$ cat src/rtl/spi_reg_ctrl.sv
// spi_reg_ctrl: clk-domain SPI slave that writes the five PWM config registers.
// Define SPI_READBACK_EN to drive read-frame data back on cipo.
module spi_reg_ctrl #(
  parameter int SYNC_STAGES = 2,
  parameter int NUM_REGS    = 5,
  parameter int FRAME_BITS  = 16
) (
  input  logic       clk,
  input  logic       rst_n,
  input  logic       sclk,
  input  logic       copi,
  input  logic       ncs,
  output logic       cipo,
  output logic [7:0] en_reg_out_7_0,
  output logic [7:0] en_reg_out_15_8,
  output logic [7:0] en_reg_pwm_7_0,
  output logic [7:0] en_reg_pwm_15_8,
  output logic [7:0] pwm_duty_cycle,
  output logic       wr_strobe,
  output logic       frame_err
);

  localparam int CW = $clog2(FRAME_BITS + 1);
  localparam logic [CW-1:0] FULL = CW'(FRAME_BITS);
  localparam logic [6:0] NREG = 7'(NUM_REGS);

  typedef enum logic [1:0] {IDLE, SHIFT, COMMIT} state_e;

  logic [SYNC_STAGES-1:0] sclk_sync_q;
  logic [SYNC_STAGES-1:0] copi_sync_q;
  logic [SYNC_STAGES-1:0] ncs_sync_q;
  logic                   sclk_hist_q;
  logic                   ncs_hist_q;
  logic                   sclk_s, copi_s, ncs_s;
  logic                   sclk_rise, sclk_fall;
  logic                   ncs_rise, ncs_fall;

  always_ff @(posedge clk or negedge rst_n) begin
    if (!rst_n) begin
      sclk_sync_q <= '0;
      copi_sync_q <= '0;
      ncs_sync_q  <= '1;
      sclk_hist_q <= 1'b0;
      ncs_hist_q  <= 1'b1;
    end else begin
      sclk_sync_q <= {sclk_sync_q[SYNC_STAGES-2:0], sclk};
      copi_sync_q <= {copi_sync_q[SYNC_STAGES-2:0], copi};
      ncs_sync_q  <= {ncs_sync_q[SYNC_STAGES-2:0], ncs};
      sclk_hist_q <= sclk_s;
      ncs_hist_q  <= ncs_s;
    end
  end

  assign sclk_s    = sclk_sync_q[SYNC_STAGES-1];
  assign copi_s    = copi_sync_q[SYNC_STAGES-1];
  assign ncs_s     = ncs_sync_q[SYNC_STAGES-1];
  assign sclk_rise = sclk_s & ~sclk_hist_q;
  assign sclk_fall = ~sclk_s & sclk_hist_q;
  assign ncs_rise  = ncs_s & ~ncs_hist_q;
  assign ncs_fall  = ~ncs_s & ncs_hist_q;

  state_e                state_q;
  logic [CW-1:0]         cnt_q;
  logic                  ovf_q;
  logic [FRAME_BITS-1:0] sr_q;
  logic [FRAME_BITS-1:0] sr_d;
  logic [7:0]            regs_q [5];
  logic                  wr_strobe_q;
  logic                  frame_err_q;
  logic                  rw;
  logic [6:0]            addr;
  logic [7:0]            wdata;
  logic                  wr_ok;

  assign sr_d  = {sr_q[FRAME_BITS-2:0], copi_s};
  assign rw    = sr_q[FRAME_BITS-1];
  assign addr  = sr_q[FRAME_BITS-2 -: 7];
  assign wdata = sr_q[7:0];
  assign wr_ok = rw && (addr < NREG);

  always_ff @(posedge clk or negedge rst_n) begin
    if (!rst_n) begin
      state_q     <= IDLE;
      cnt_q       <= '0;
      ovf_q       <= 1'b0;
      sr_q        <= '0;
      wr_strobe_q <= 1'b0;
      frame_err_q <= 1'b0;
      for (int i = 0; i < 5; i++) regs_q[i] <= '0;
    end else begin
      wr_strobe_q <= 1'b0;
      frame_err_q <= 1'b0;
      unique case (state_q)
        IDLE: begin
          if (ncs_fall) begin
            state_q <= SHIFT;
            cnt_q   <= '0;
            ovf_q   <= 1'b0;
          end
        end
        SHIFT: begin
          // ncs_rise takes priority over a coincident sclk_rise
          if (ncs_rise) begin
            if (cnt_q == FULL && !ovf_q) begin
              state_q     <= COMMIT;
              wr_strobe_q <= wr_ok;
            end else begin
              state_q     <= IDLE;
              frame_err_q <= 1'b1;
            end
          end else if (sclk_rise) begin
            if (cnt_q == FULL) begin
              ovf_q <= 1'b1;
            end else begin
              sr_q  <= sr_d;
              cnt_q <= cnt_q + CW'(1);
            end
          end
        end
        COMMIT: begin
          if (wr_ok) begin
            for (int i = 0; i < 5; i++)
              if (addr == 7'(i)) regs_q[i] <= wdata;
          end
          if (ncs_fall) begin
            state_q <= SHIFT;
            cnt_q   <= '0;
            ovf_q   <= 1'b0;
          end else begin
            state_q <= IDLE;
          end
        end
        default: state_q <= IDLE;
      endcase
    end
  end

`ifdef SPI_READBACK_EN
  logic [7:0] tx_q;
  logic [6:0] rd_addr;
  logic [7:0] rd_val;

  assign rd_addr = sr_d[6:0];

  always_comb begin
    rd_val = '0;
    for (int i = 0; i < 5; i++)
      if (rd_addr == 7'(i)) rd_val = regs_q[i];
  end

  // load on the 8th rise of a read frame, shift out on later falls
  always_ff @(posedge clk or negedge rst_n) begin
    if (!rst_n) begin
      tx_q <= '0;
    end else if (state_q != SHIFT || ncs_rise) begin
      tx_q <= '0;
    end else if (sclk_rise && cnt_q == CW'(7)) begin
      if (!sr_d[7] && rd_addr < NREG) tx_q <= rd_val;
    end else if (sclk_fall) begin
      tx_q <= {tx_q[6:0], 1'b0};
    end
  end

  assign cipo = tx_q[7];
`else
  assign cipo = 1'b0;
`endif

  assign en_reg_out_7_0  = regs_q[0];
  assign en_reg_out_15_8 = regs_q[1];
  assign en_reg_pwm_7_0  = regs_q[2];
  assign en_reg_pwm_15_8 = regs_q[3];
  assign pwm_duty_cycle  = regs_q[4];
  assign wr_strobe       = wr_strobe_q;
  assign frame_err       = frame_err_q;

endmodule

$ cat config.mk
export PLATFORM = sky130hd
export DESIGN_NAME = spi_reg_ctrl
export DESIGN_NICKNAME = d
export VERILOG_FILES = /design/src/rtl/spi_reg_ctrl.sv
export SDC_FILE = /design/constraint.sdc
export NUM_CORES = 1
export LEC_CHECK = 0
export CAP_MARGIN = 20
export CORE_UTILIZATION = 53
export DETAILED_ROUTE_END_ITERATION = 10
export GPL_TIMING_DRIVEN = 0
export PLACE_DENSITY = 0.77
export REMOVE_ABC_BUFFERS = 1
export SLEW_MARGIN = 40
export SYNTH_ARGS = -nofsm -noshare
export SYNTH_HDL_FRONTEND = slang
export SYNTH_SLANG_ARGS = --single-unit
export TNS_END_PERCENT = 20
$ cat constraint.sdc
create_clock -name clk -period 2.1 [get_ports clk]
set_input_delay 0.21 -clock clk [delete_from_list [all_inputs] [get_ports clk]]
set_output_delay 0.21 -clock clk [all_outputs]
set_load 0.1 [all_outputs]
Yosys cells after proc, flatten, opt, wreduce, memory -nomap -nowiden --
Cells that the tools add are included.
Cells by class: $add $sub $neg 1, $lt $le $gt $ge 1, eq/ne operators 14, muxes and demuxes 21, bitwise operators 8, reductions and logical operators 16
Operators by type and width (count):
- 5-bit 2-to-1 mux | 4
- 3-bit AND reduction | 5
- 7-bit by 2-bit equality test with 1-bit output, second input constant | 2
- 2-bit != test, second input constant | 6
- 1-bit 2-to-1 mux | 11
- 5-bit case mux with 2 select lines | 1
- 5-bit AND reduction | 2
- 7-bit by 1-bit equality test with 1-bit output, second input constant | 1
- 7-bit by 3-bit equality test with 1-bit output, second input constant | 1
- 7-bit logical NOT | 1
- 7-bit by 3-bit < comparator with 1-bit output, second input constant | 1
- 2-bit 2-to-1 mux | 3
- 2-bit case mux with 3 select lines | 1
- 5-bit by 1-bit adder with 5-bit output, second input constant | 1
- 5-bit equality test, second input constant | 1
- 1-bit NOT | 5
- 4-bit AND reduction | 1
- 1-bit bitwise AND | 3
- 2-bit by 1-bit equality test with 1-bit output, second input constant | 1
- 2-bit equality test, second input constant | 1
- 1-bit logical AND | 2
- 2-bit logical NOT | 1
- 2-bit by 1-bit != test with 1-bit output, second input constant | 1
- 1-bit case mux with 2 select lines | 1
- 4 further kinds | 4
Word-level totals: flip-flop bits (word level) 74, input bits 5, output and inout port bits 43, word-level logic and storage cells 77

Logic depth before layout (Yosys ltp) --
depth after elaboration 5, depth in mapped cells 7, mapped depth without buffers 6

Worst setup path before layout --
OpenSTA, ideal clock, no wires.
path kind reg-to-reg, start register sr_q[14], end register regs_q (netlist bit pwm_duty_cycle[0]), library setup time 125 ps, data arrival time 1723 ps, required time 1975 ps, path slack 251 ps, stages on the path, launching flop included 5, path buffers 1, clock period less this slack 1849 ps, path through dfrtp_1 -> or3_4 -> or4_4 -> buf_6 -> mux2_4
Between the ends: word-level cells in the longest chain between the ends 3, elaborated cells between the ends (all ways) 4, those cells by class order compare: 1; eq/ne: 1; reduce/logical: 2
Ends and longest elaborated chain:
- from (decl) | RTL line 65 | logic [FRAME_BITS-1:0] sr_q;
- from (signal assigned) | RTL line 115 | sr_q <= sr_d;
- 7-bit by 3-bit < comparator with 1-bit output | RTL line 79 | assign wr_ok = rw && (addr < NREG);
- 1-bit logical AND | RTL line 79
- 3-bit AND reduction (no line) (*)
- to (signal, indexed assignment) | RTL line 123 | if (addr == 7'(i)) regs_q[i] <= wdata;
- to (decl) | RTL line 67 | logic [7:0] regs_q [5];
Mark *: on every way between the ends. The rest lies on a longest branch, timed or not. A chain may end at the register's enable or synchronous reset.

Final worst setup path --
start register sr_q[14], end register regs_q (netlist bit en_reg_out_15_8[7])
The elaborated chain is that of the path after synthesis.

==> run metrics <==
status=finished, final reports clean; GPL Wtd Cong=~0.75; layout cell share with drive strength beyond 1=0.504; Routed WL per cell=roughly 16 um; Mean Syn Cell Area=roughly 15 um^2; worst setup path end=en_reg_out_15_8[7]; Worst Path Class, Setup=register to register; antenna cell count=0; Final Hold Fails=0; Switch Pwr=~0.75 mW; Detail Placement HPWL=3560 um; P&R area growth vs syn=19.1%; Hold WC Path Type=input pin to register; CP startpoint=sr_q[14]; total wire length=5280 um; Int Pwr=2.41 mW; share of the yosys chip area belonging to registers=0.626; overall power=between 3 and 4 mW; starting density of the core=0.566; Num CTS Buffers=9; Critical Path AT=2.23 ns; initial antenna violation count=0; crit share post-route=0.955; P per Cell Area=between 800 and 900 mW/mm^2; grt ovf=0; R2R Path Start=sr_q[14]; Die W=76.8 um; Net count, final=about 250; via count=1716; compound-cell area share of the yosys netlist=0.0139; final setup skew=0.00524 ns; register bit count reported by yosys=74; Fillers=approximately 390; Tmin final=between 2 and 2.5 ns; Comb pwr share=0.064; part of the power in the clock network=0.412; root buf cell=clkbuf_8; Reg clk slew, reported paths=0.07 ns; Initial DRC Count=72; Peak VDD IR=approximately 0.00055 V; Pleak=between 1.5 and 2 nW; Seq pwr share=0.524; CTS Sinks=74; Chip Height=between 70 and 80 um; reg2reg end=en_reg_out_15_8[7]; Warnings, synthesis=0; gr usage total=0.210; critical path, cell by cell=or3_4 > nor4_4 > nand3b_2 > mux2_2; drt first pass iters=4; cells after synthesis=about 200; FF-to-FF path depth=4; Post-Synth XOR/XNOR Area=0; Worst-Skew Late Latency=0.34 ns; max_cap viols=0; I/O pin total=48; crit path launch type=register; CTS Buffer Depth=2; largest family of logic cells by synthesized area=multiplexers; vias in the first global route=1833; Worst Path Required=2.33 ns; full die area=a little under 0.006 mm^2; Final Hold Slack=0.281 ns; Setup crit end kind=register; number of setup violations in the final report=0; max incr delay on CP=between 0.4 and 0.5 ns; vias per inst=around 5.3; f_max=between 400 and 500 MHz; Post-Synth Simple-Gate Area=0.105; fin. max-slew vios=0; largest net degree at the start of global routing=39; R2R Setup Slk=0.09 ns; crit-path max FO=8; CTS tree=done; DRC Markers=0; row count=26; port bufs=46; Cell variety after synth=40; mux cell area share after synthesis=0.226; RSZ-0062 raised after global routing=yes; core area=0.00524 mm^2; switch share=0.237; adder-cell share of the synthesized area=0.00844; antenna-violating nets left=0; first-pass GRT wire length=~9200 um; H-Tree Depth=3; synthesized cell area=between 0.002 and 0.003 mm^2; slowest stage cell, crit path=or3_4
cell type report:
class / count / area [um^2] / share of cell area
Inverter: 3 / 11.3 / 0.00319
Timing Repair Buffer: 48 / 282 / 0.0797
Clock buffer: 10 / 128 / 0.0361
Clock inverter: 6 / 114 / 0.0322
Tap cell: 70 / 87.6 / 0.0248
Multi-Input combinational cell: 111 / 1050 / 0.298
Sequential cell: 74 / 1860 / 0.526
cell families (layout without fill, tap and decap cells):
group,Yosys count,after routing
muxes,57,57
DFF,74,74
adders and majority gates,2,2
other,1,1
buffers and inverters,11,67
and+or+nand+nor,45,45
AOI/OAI and AO/OA,6,6
power groups by stage:
stage	clock network, mW	logic (mW)	registers [mW]
floorplan	0	0.135	1.64
global placement	0	0.193	1.68
detailed placement	0	0.202	1.69
CTS	1.34	0.204	1.66
global route	1.39	0.227	1.68
finish	1.30	0.201	1.66
placed cells by master, fill, tap and decap left out, drive strengths merged, types with 2 or more instances in the layout:
cell type,netlist,final
dfrtp,71,71
nand2b,5,5
dfstp,3,3
nor2b,2,2
inv,3,4
mux2i,2,2
bufinv,0,3
nor2,5,5
mux2,55,55
clkinvlp,0,2
nand3,7,7
nand2,6,6
clkbuf,3,10
nand3b,5,5
ha,2,2
o21ai,2,2
clkdlybuf4s50,0,3
buf,5,44
and3,3,3
nor4,2,2
routing by layer:
layer / share of wire / track usage / wire length, um / up-vias
li1: - / - / - / 792
met1: 0.44 / 0.268 / 2330 / 880
met2: 0.50 / 0.335 / 2640 / 36
met3: 0.047 / 0.0750 / 246 / 8
met4: 0.011 / 0.0635 / 57 / 0
met5: 0 / 0 / 0 / -
registers in the layout, summed over array words and instances (netlist names):
signal	cells
cnt_q	5
copi_sync_q	2
en_reg_out_15_8	8
en_reg_out_7_0	8
en_reg_pwm_15_8	8
en_reg_pwm_7_0	8
frame_err	1
ncs_hist_q	1
ncs_sync_q	2
ovf_q	1
pwm_duty_cycle	8
sclk_hist_q	1
sclk_sync_q	2
sr_q	16
state_q	2
wr_strobe	1
synthesized netlist by cell type:
| master | count | share of area |
|---|---|---|
| dfrtp_1 | 71 | 0.60 |
| or4_4 | 1 | 0.0038 |
| ha_1 | 2 | 0.0084 |
| or3_4 | 1 | 0.0038 |
| mux2i_1 | 2 | 0.0068 |
| conb_1 | 1 | 0.0013 |
| nor2_1 | 5 | 0.0063 |
| nand4b_1 | 1 | 0.0030 |
| a31o_2 | 1 | 0.0030 |
| buf_2 | 2 | 0.0034 |
| nand4_1 | 1 | 0.0021 |
| nand2b_1 | 5 | 0.011 |
| nor2b_1 | 2 | 0.0042 |
| inv_1 | 3 | 0.0038 |
| buf_4 | 2 | 0.0051 |
| nand3_2 | 1 | 0.0034 |
| nand2_1 | 5 | 0.0063 |
| a2111o_1 | 1 | 0.0038 |
| a21oi_1 | 1 | 0.0017 |
| or2_2 | 1 | 0.0021 |
| nor4_4 | 1 | 0.0072 |
| buf_6 | 1 | 0.0038 |
| nor3_1 | 1 | 0.0017 |
| nand4bb_1 | 1 | 0.0038 |
| nand2_2 | 1 | 0.0021 |
| and4_1 | 1 | 0.0030 |
| dfstp_2 | 3 | 0.027 |
| nand3b_1 | 3 | 0.0076 |
| nor4b_1 | 1 | 0.0030 |
| o21ai_0 | 2 | 0.0034 |
| mux2_2 | 47 | 0.18 |
| mux2_4 | 8 | 0.041 |
| nand3_1 | 6 | 0.010 |
| nand3b_2 | 1 | 0.0038 |
| and2_1 | 1 | 0.0021 |
| a31oi_1 | 1 | 0.0021 |
| nand3b_4 | 1 | 0.0068 |
| clkbuf_1 | 3 | 0.0038 |
| and3_1 | 3 | 0.0063 |
| nor4_1 | 1 | 0.0021 |
what timing repair did:
action	CTS	global route
hold buffers	1	0
resized for setup	1	1
buffers inserted	0	0
endpoints found under the hold margin	33	0
endpoints found under the setup margin	15	6
per-stage QoR:
stage                util  TNS (ns)  setup WS (ns)  instances  instance area, um^2
finish              0.674         0         0.0942        322                 3530
CTS                 0.674         0         0.0546        322                 3530
global route        0.674  -0.00488       -0.00461        322                 3530
global placement    0.662   -122.48          -1.68        304                 3470
detailed placement  0.626     -1.82         -0.127        305                 3280
floorplan               -         0          0.206        188                 2920
worst min-delay path by stage:
| stage | startpoint | endpoint | cells after the start |
|---|---|---|---|
| after detailed placement | rst_n | state_q[0] | 1 |
| after CTS | ncs | ncs_sync_q[0] | 1 |
| final | ncs | ncs_sync_q[0] | 1 |
| after global placement | sclk_sync_q[0] | sclk_sync_q[1] | 0 |
| after floorplan | rst_n | cnt_q[0] | 0 |
| after global routing | ncs | ncs_sync_q[0] | 1 |
critical path, delay by kind of cell (launching register included):
family / cells / cell delay (ns)
simple gates: 3 / 1.13
mux: 1 / 0.37
flops: 1 / 0.40
No activity file was read; power rests on OpenSTA's default activity.
